==> src/rtl/seg7_scan_if.sv <==
// seg7_scan_if: control and display bus for seg7_scan_driver; SEG7_BLINK_EN adds blink_mask
interface seg7_scan_if #(parameter int NUM_DIGITS = 4);
  logic en;
  logic load;
  logic [NUM_DIGITS*5-1:0] char_in;
  logic [NUM_DIGITS-1:0] blank_mask;
`ifdef SEG7_BLINK_EN
  logic [NUM_DIGITS-1:0] blink_mask;
`endif
  logic [6:0] seg_out;
  logic [NUM_DIGITS-1:0] an_out;
  logic frame_start;
  modport master (
`ifdef SEG7_BLINK_EN
    output blink_mask,
`endif
    output en, load, char_in, blank_mask,
    input seg_out, an_out, frame_start
  );
  modport slave (
`ifdef SEG7_BLINK_EN
    input blink_mask,
`endif
    input en, load, char_in, blank_mask,
    output seg_out, an_out, frame_start
  );
endinterface

==> src/rtl/seg7_scan_driver.sv <==
// seg7_scan_driver: time-multiplexed N-digit 7-segment driver with frame-coherent double buffer
// Optional per-digit blinking is enabled with the SEG7_BLINK_EN macro.
module seg7_scan_driver #(
  parameter int NUM_DIGITS = 4,
  parameter int REFRESH_DIV = 50000,
  parameter int DEAD_CYCLES = 16,
  parameter bit SEG_ACTIVE_LOW = 1'b0
`ifdef SEG7_BLINK_EN
  , parameter int BLINK_FRAMES = 32
`endif
) (
  input logic clk,
  input logic rst_n,
  seg7_scan_if.slave bus
);
  localparam int PW = REFRESH_DIV > 1 ? $clog2(REFRESH_DIV) : 1;
  localparam int DW = NUM_DIGITS > 1 ? $clog2(NUM_DIGITS) : 1;
  localparam int W = NUM_DIGITS * 5;
  localparam logic [6:0] SOFF = SEG_ACTIVE_LOW ? 7'h7F : 7'h00;
  localparam logic [NUM_DIGITS-1:0] AOFF = {NUM_DIGITS{SEG_ACTIVE_LOW}};
  logic [PW-1:0] p;
  logic [DW-1:0] d;
  logic [W-1:0] active, pending;
  logic pend_valid;
  logic [6:0] seg_q, glyph;
  logic [NUM_DIGITS-1:0] an_q, an_on;
  logic fs_q, slot_end, frame_end, lit, hide;
  logic [4:0] code;
  function automatic logic [6:0] glyph_of(input logic [4:0] c);
    case (c)
      5'd0: glyph_of = 7'h3F;
      5'd1: glyph_of = 7'h06;
      5'd2: glyph_of = 7'h5B;
      5'd3: glyph_of = 7'h4F;
      5'd4: glyph_of = 7'h66;
      5'd5: glyph_of = 7'h6D;
      5'd6: glyph_of = 7'h7D;
      5'd7: glyph_of = 7'h07;
      5'd8: glyph_of = 7'h7F;
      5'd9: glyph_of = 7'h6F;
      5'd10: glyph_of = 7'h77;
      5'd11: glyph_of = 7'h7C;
      5'd12: glyph_of = 7'h39;
      5'd13: glyph_of = 7'h5E;
      5'd14: glyph_of = 7'h79;
      5'd15: glyph_of = 7'h71;
      5'd16: glyph_of = 7'h76;
      5'd17: glyph_of = 7'h1E;
      5'd18: glyph_of = 7'h38;
      5'd19: glyph_of = 7'h73;
      5'd20: glyph_of = 7'h3E;
      5'd21: glyph_of = 7'h40;
      5'd22: glyph_of = 7'h50;
      5'd23: glyph_of = 7'h5C;
      default: glyph_of = 7'h00;
    endcase
  endfunction
  assign slot_end = p == PW'(REFRESH_DIV - 1);
  assign frame_end = slot_end && d == DW'(NUM_DIGITS - 1);
  assign lit = bus.en && p >= PW'(DEAD_CYCLES);
  assign code = active[5*int'(d) +: 5];
`ifdef SEG7_BLINK_EN
  localparam int BW = BLINK_FRAMES > 1 ? $clog2(BLINK_FRAMES) : 1;
  logic [BW-1:0] bcnt;
  logic phase;
  always_ff @(posedge clk)
    if (!rst_n || !bus.en) begin
      bcnt <= '0;
      phase <= 1'b0;
    end else if (frame_end) begin
      bcnt <= bcnt == BW'(BLINK_FRAMES - 1) ? '0 : bcnt + 1'b1;
      if (bcnt == BW'(BLINK_FRAMES - 1)) phase <= ~phase;
    end
  assign hide = bus.blank_mask[d] || (phase && bus.blink_mask[d]);
`else
  assign hide = bus.blank_mask[d];
`endif
  assign glyph = lit && !hide ? glyph_of(code) : 7'h00;
  assign an_on = lit ? NUM_DIGITS'(1) << d : '0;
  always_ff @(posedge clk)
    if (!rst_n) begin
      p <= '0;
      d <= '0;
      active <= '1;
      pending <= '1;
      pend_valid <= 1'b0;
      seg_q <= SOFF;
      an_q <= AOFF;
      fs_q <= 1'b0;
    end else begin
      p <= !bus.en || slot_end ? '0 : p + 1'b1;
      if (!bus.en) d <= '0;
      else if (slot_end) d <= d == DW'(NUM_DIGITS - 1) ? '0 : d + 1'b1;
      // a load while dark or at frame end goes live at once, superseding any pending value
      if (!bus.en || frame_end) begin
        if (bus.load) active <= bus.char_in;
        else if (bus.en && pend_valid) active <= pending;
        if (bus.load || bus.en) pend_valid <= 1'b0;
      end else if (bus.load) begin
        pending <= bus.char_in;
        pend_valid <= 1'b1;
      end
      seg_q <= glyph ^ SOFF;
      an_q <= an_on ^ AOFF;
      fs_q <= bus.en && p == '0 && d == '0;
    end
  assign bus.seg_out = seg_q;
  assign bus.an_out = an_q;
  assign bus.frame_start = fs_q;
endmodule

==> src/flat_wrapper.sv <==
// flat-port wrapper written by rule: the top's interface ports become plain ports
module seg7_scan_driver_flat 
#(
  parameter int NUM_DIGITS = 4,
  parameter int REFRESH_DIV = 50000,
  parameter int DEAD_CYCLES = 16,
  parameter bit SEG_ACTIVE_LOW = 1'b0

)
  (clk, rst_n, bus_en, bus_load, bus_char_in, bus_blank_mask, bus_seg_out, bus_an_out, bus_frame_start);
  seg7_scan_if #(.NUM_DIGITS(NUM_DIGITS)) bus_i ();
  input logic clk;
  input logic rst_n;
  input wire logic [$bits(bus_i.en)-1:0] bus_en;
  input wire logic [$bits(bus_i.load)-1:0] bus_load;
  input wire logic [$bits(bus_i.char_in)-1:0] bus_char_in;
  input wire logic [$bits(bus_i.blank_mask)-1:0] bus_blank_mask;
  output wire logic [$bits(bus_i.seg_out)-1:0] bus_seg_out;
  output wire logic [$bits(bus_i.an_out)-1:0] bus_an_out;
  output wire logic [$bits(bus_i.frame_start)-1:0] bus_frame_start;
  assign bus_i.en = bus_en;
  assign bus_i.load = bus_load;
  assign bus_i.char_in = bus_char_in;
  assign bus_i.blank_mask = bus_blank_mask;
  assign bus_seg_out = bus_i.seg_out;
  assign bus_an_out = bus_i.an_out;
  assign bus_frame_start = bus_i.frame_start;
  seg7_scan_driver #(.NUM_DIGITS(NUM_DIGITS), .REFRESH_DIV(REFRESH_DIV), .DEAD_CYCLES(DEAD_CYCLES), .SEG_ACTIVE_LOW(SEG_ACTIVE_LOW)) u_core (.clk(clk), .rst_n(rst_n), .bus(bus_i));
endmodule
==> config.mk <==
export PLATFORM = sky130hd
export DESIGN_NAME = seg7_scan_driver_flat
export DESIGN_NICKNAME = d
export VERILOG_FILES = /design/src/rtl/seg7_scan_if.sv /design/src/rtl/seg7_scan_driver.sv /design/src/flat_wrapper.sv
export SDC_FILE = /design/constraint.sdc
export NUM_CORES = 1
export LEC_CHECK = 0
export CORE_MARGIN = 1.5
export CORE_UTILIZATION = 61
export CTS_CLUSTER_DIAMETER = 30
export DETAILED_ROUTE_END_ITERATION = 10
export PLACE_DENSITY = 0.95
export SYNTH_ARGS = -nofsm -noshare
export SYNTH_HDL_FRONTEND = slang
export SYNTH_SLANG_ARGS = --single-unit
==> constraint.sdc <==
create_clock -name clk -period 5.6 [get_ports clk]
set_clock_uncertainty 0.05 [all_clocks]
set_input_delay 1.12 -clock clk [delete_from_list [all_inputs] [get_ports clk]]
set_output_delay 1.12 -clock clk [all_outputs]
set_load 0.005 [all_outputs]
==> results.toml <==
[final_layout]
multi_input_comb_area_um2 = 2020
final_cell_mix = "nand2_1 (82), dfxtp_1 (71), a21oi_1 (47)"
synthToLayoutAreaGrowth_pct = 13.6
seqCellArea_um2 = 1420
instances_no_fill = 529
layout.filler_cells = 416
diodes = 0
fraction_of_layout_cells_with_a_size_suffix_above_1_pct = 6.61
design.final.nets = 487
layout_commonest_cell = "nand2_1"

[logic_synthesis]
yosysSeqAreaShare_pct = 38.7
synthDistinctLibCells = 45
yosys_warnings = 0
synthesized_area_divided_by_synthesized_cell_count_um2 = 8.61
number_of_instances_in_the_synthesized_netlist = 426
synth_area_um2 = 3670
synth_top_area_cell = "dfxtp_1"
synth_area_leaders = "dfxtp_1 (39%), nand2_1 (8.4%), mux2i_1 (7.1%)"
syn_nets = 464
flops_latches_synth = 71
synth.top_cell.area_share_pct = 38.7
number_of_flops_mapped_to_enable_cells_by_yosys = 0
dominantRegCellSynth = "dfxtp_1"
async_s_r_ff_share_synth_pct = 0

[sta]
final_setup_violating_endpoints = 0
max_freq_ghz = 0.300
worst_pin_slew_ps = 976
finalHoldViolCount = 0
setup-tns-final_ps = 0
max_slew_margin_pct = 34.9
setup_repair_after_global_routing_missed_its_margin = "no"
number_of_pins_exceeding_their_max_slew_limit_in_the_final_report = 0
final.min_clock_period_ps = 3340
min_period_over_period_pct = 59.6

[critical_path]
r2r-start = "u_core.p[11]$_SDFF_PP0_"
worst_setup_start_kind = "primary input"
crit_arrival_ps = 3590
critical_path_peak_fanout = 40
setup.worst_path.class = "in2reg"
cp-end-kind = "flop"
crit_required_ps = 5850
crit_path_start = "bus_load"

[cts]
cts_post_setup_buffers_inserted = 0
postCtsHoldBufs = 0
clockRootBuffer = "clkbuf_8"
clock-sinks = 71
tritoncts = "built"
post_cts.resized_instances = 0
cts_buffer_depth = 2
clkTransAtPathRegs_ps = 70
cts.htree.levels = 3
cts_made_buffers = 9
insertion_delay_ps = 350

[placed_design]
placer_congestion = 0.912
dp_hpwl_um = 5500
placed_cells = 513
numPortBuffers = 39

[route]
detail_route.iter0.violations = 309
detail-route-antenna-nets = 0
via_per_inst = 6.07
detailedRoute.firstPassIterationCount = 5
wire_per_inst_um = 15.7
post-route-drc-count = 0
wirelength_um = 8300
num_vias = 3213

[floorplan]
initial_core_utilization_pct = 62.7
floorplan.rows = 28
die_width_um = 80.6
design.portCount = 40
core_um2 = 5850
die_area_um2 = 6490
floorplan_die_height_um = 80.6

[global_routing]
largest_net_degree_at_the_start_of_global_routing = 46
initial_antenna_violation_count = 0
grt_use_total_pct = 27.9
grt_overflow_total = 0
grt_pass1_wl_um = 13900
grt_pass1_vias = 2979

[power]
powerDensity_nw_per_um2 = 265
ir_worst_vdd_uv = 142
total_leakage_power_nw = 1.65
power_mw = 1.10

[flow_run]
max_cap_violations = 0

[worst_hold_path]
min-delay-start = "u_core.pending[9]$_SDFFE_PN1P_"
worst_min_delay_path_class = "reg2reg"

[outcome]
run_status = "finished, final reports clean"
==> layer usage <==
metal / track usage [%] / vias up / share of wire [%]
met5: 0 / - / 0
met2: 44.5 / 154 / 48
met3: 7.16 / 24 / 6.8
met1: 35.2 / 1498 / 43
met4: 12.8 / 0 / 2.5
li1: - / 1537 / -
==> synth_stat cells (all sizes together) (2+ instances only) <==
cell type / instances
a21oi: 48
a32oi: 2
and3: 5
buf: 9
clkbuf: 19
dfxtp: 71
ha: 10
inv: 11
mux2: 2
mux2i: 26
mux4: 7
nand2: 82
nand3: 7
nand4: 2
nor2: 34
nor2b: 2
nor3: 8
o211ai: 3
o21ai: 25
o22a: 20
or3: 2
or4: 3
xnor2: 9
xor2: 6
==> worst paths after layout <==
check,end,slack [ps],cells after the start
min,u_core.pending[9]$_SDFFE_PN1P_,430,2
max,u_core.active[18]$_SDFFE_PN1P_,2260,5
max reg2reg,u_core.active[4]$_SDFFE_PN1P_,2610,5
min reg2reg,u_core.pending[9]$_SDFFE_PN1P_,430,2
==> worst max-delay path: stages <==
cell and delay (ps):
clkdlybuf4s50_1 870, inv_1 960, o21ai_0 270, a21oi_1 210, o22a_1 140
==> cells by family after synthesis <==
logic type | share of synthesized area, %
AO/OA/AOI/OAI | 17.6
flip-flops | 38.7
buffers and inverters | 6.11
XOR/XNOR | 3.58
adder cells (fa/ha/maj) | 3.41
multiplexers | 12.2
AND/OR/NAND/NOR | 18.3
==> registers in the layout, summed over array words and instances, names as in the netlist <==
name,flops
u_core.active,20
u_core.pending,20
u_core.p,16
u_core.bus.seg_out,7
u_core.bus.an_out,4
u_core.d,2
u_core.bus.frame_start,1
u_core.pend_valid,1
==> area by class of cell <==
cell class	instances	area share, %
Clock buffer	12	3.48
Clock inverter	4	1.08
Inverter	11	0.991
Multi-Input combinational cell	316	48.5
Sequential cell	71	34.1
Tap cell	75	2.25
Timing Repair Buffer	40	9.55
==> stage by stage <==
step                      worst slack [ps]  utilization [%]  area, µm²  hold slack (ps)
after global placement                2040             68.0       3980              402
after floorplan                       3170                -       3670              389
after CTS                             2310             71.2       4170              433
after detailed placement              1960             68.0       3980              413
final                                 2260             71.2       4170              431
after global routing                  2010             71.2       4170              459
==> power by group <==
group / internal, mW / total, mW / switching (mW)
clock: 0.216 / 0.406 / 0.190
sequential: 0.527 / 0.546 / 0.0188
combinational: 0.0706 / 0.152 / 0.0817
total: 0.813 / 1.10 / 0.290
No activity file was read; power rests on OpenSTA's default activity.
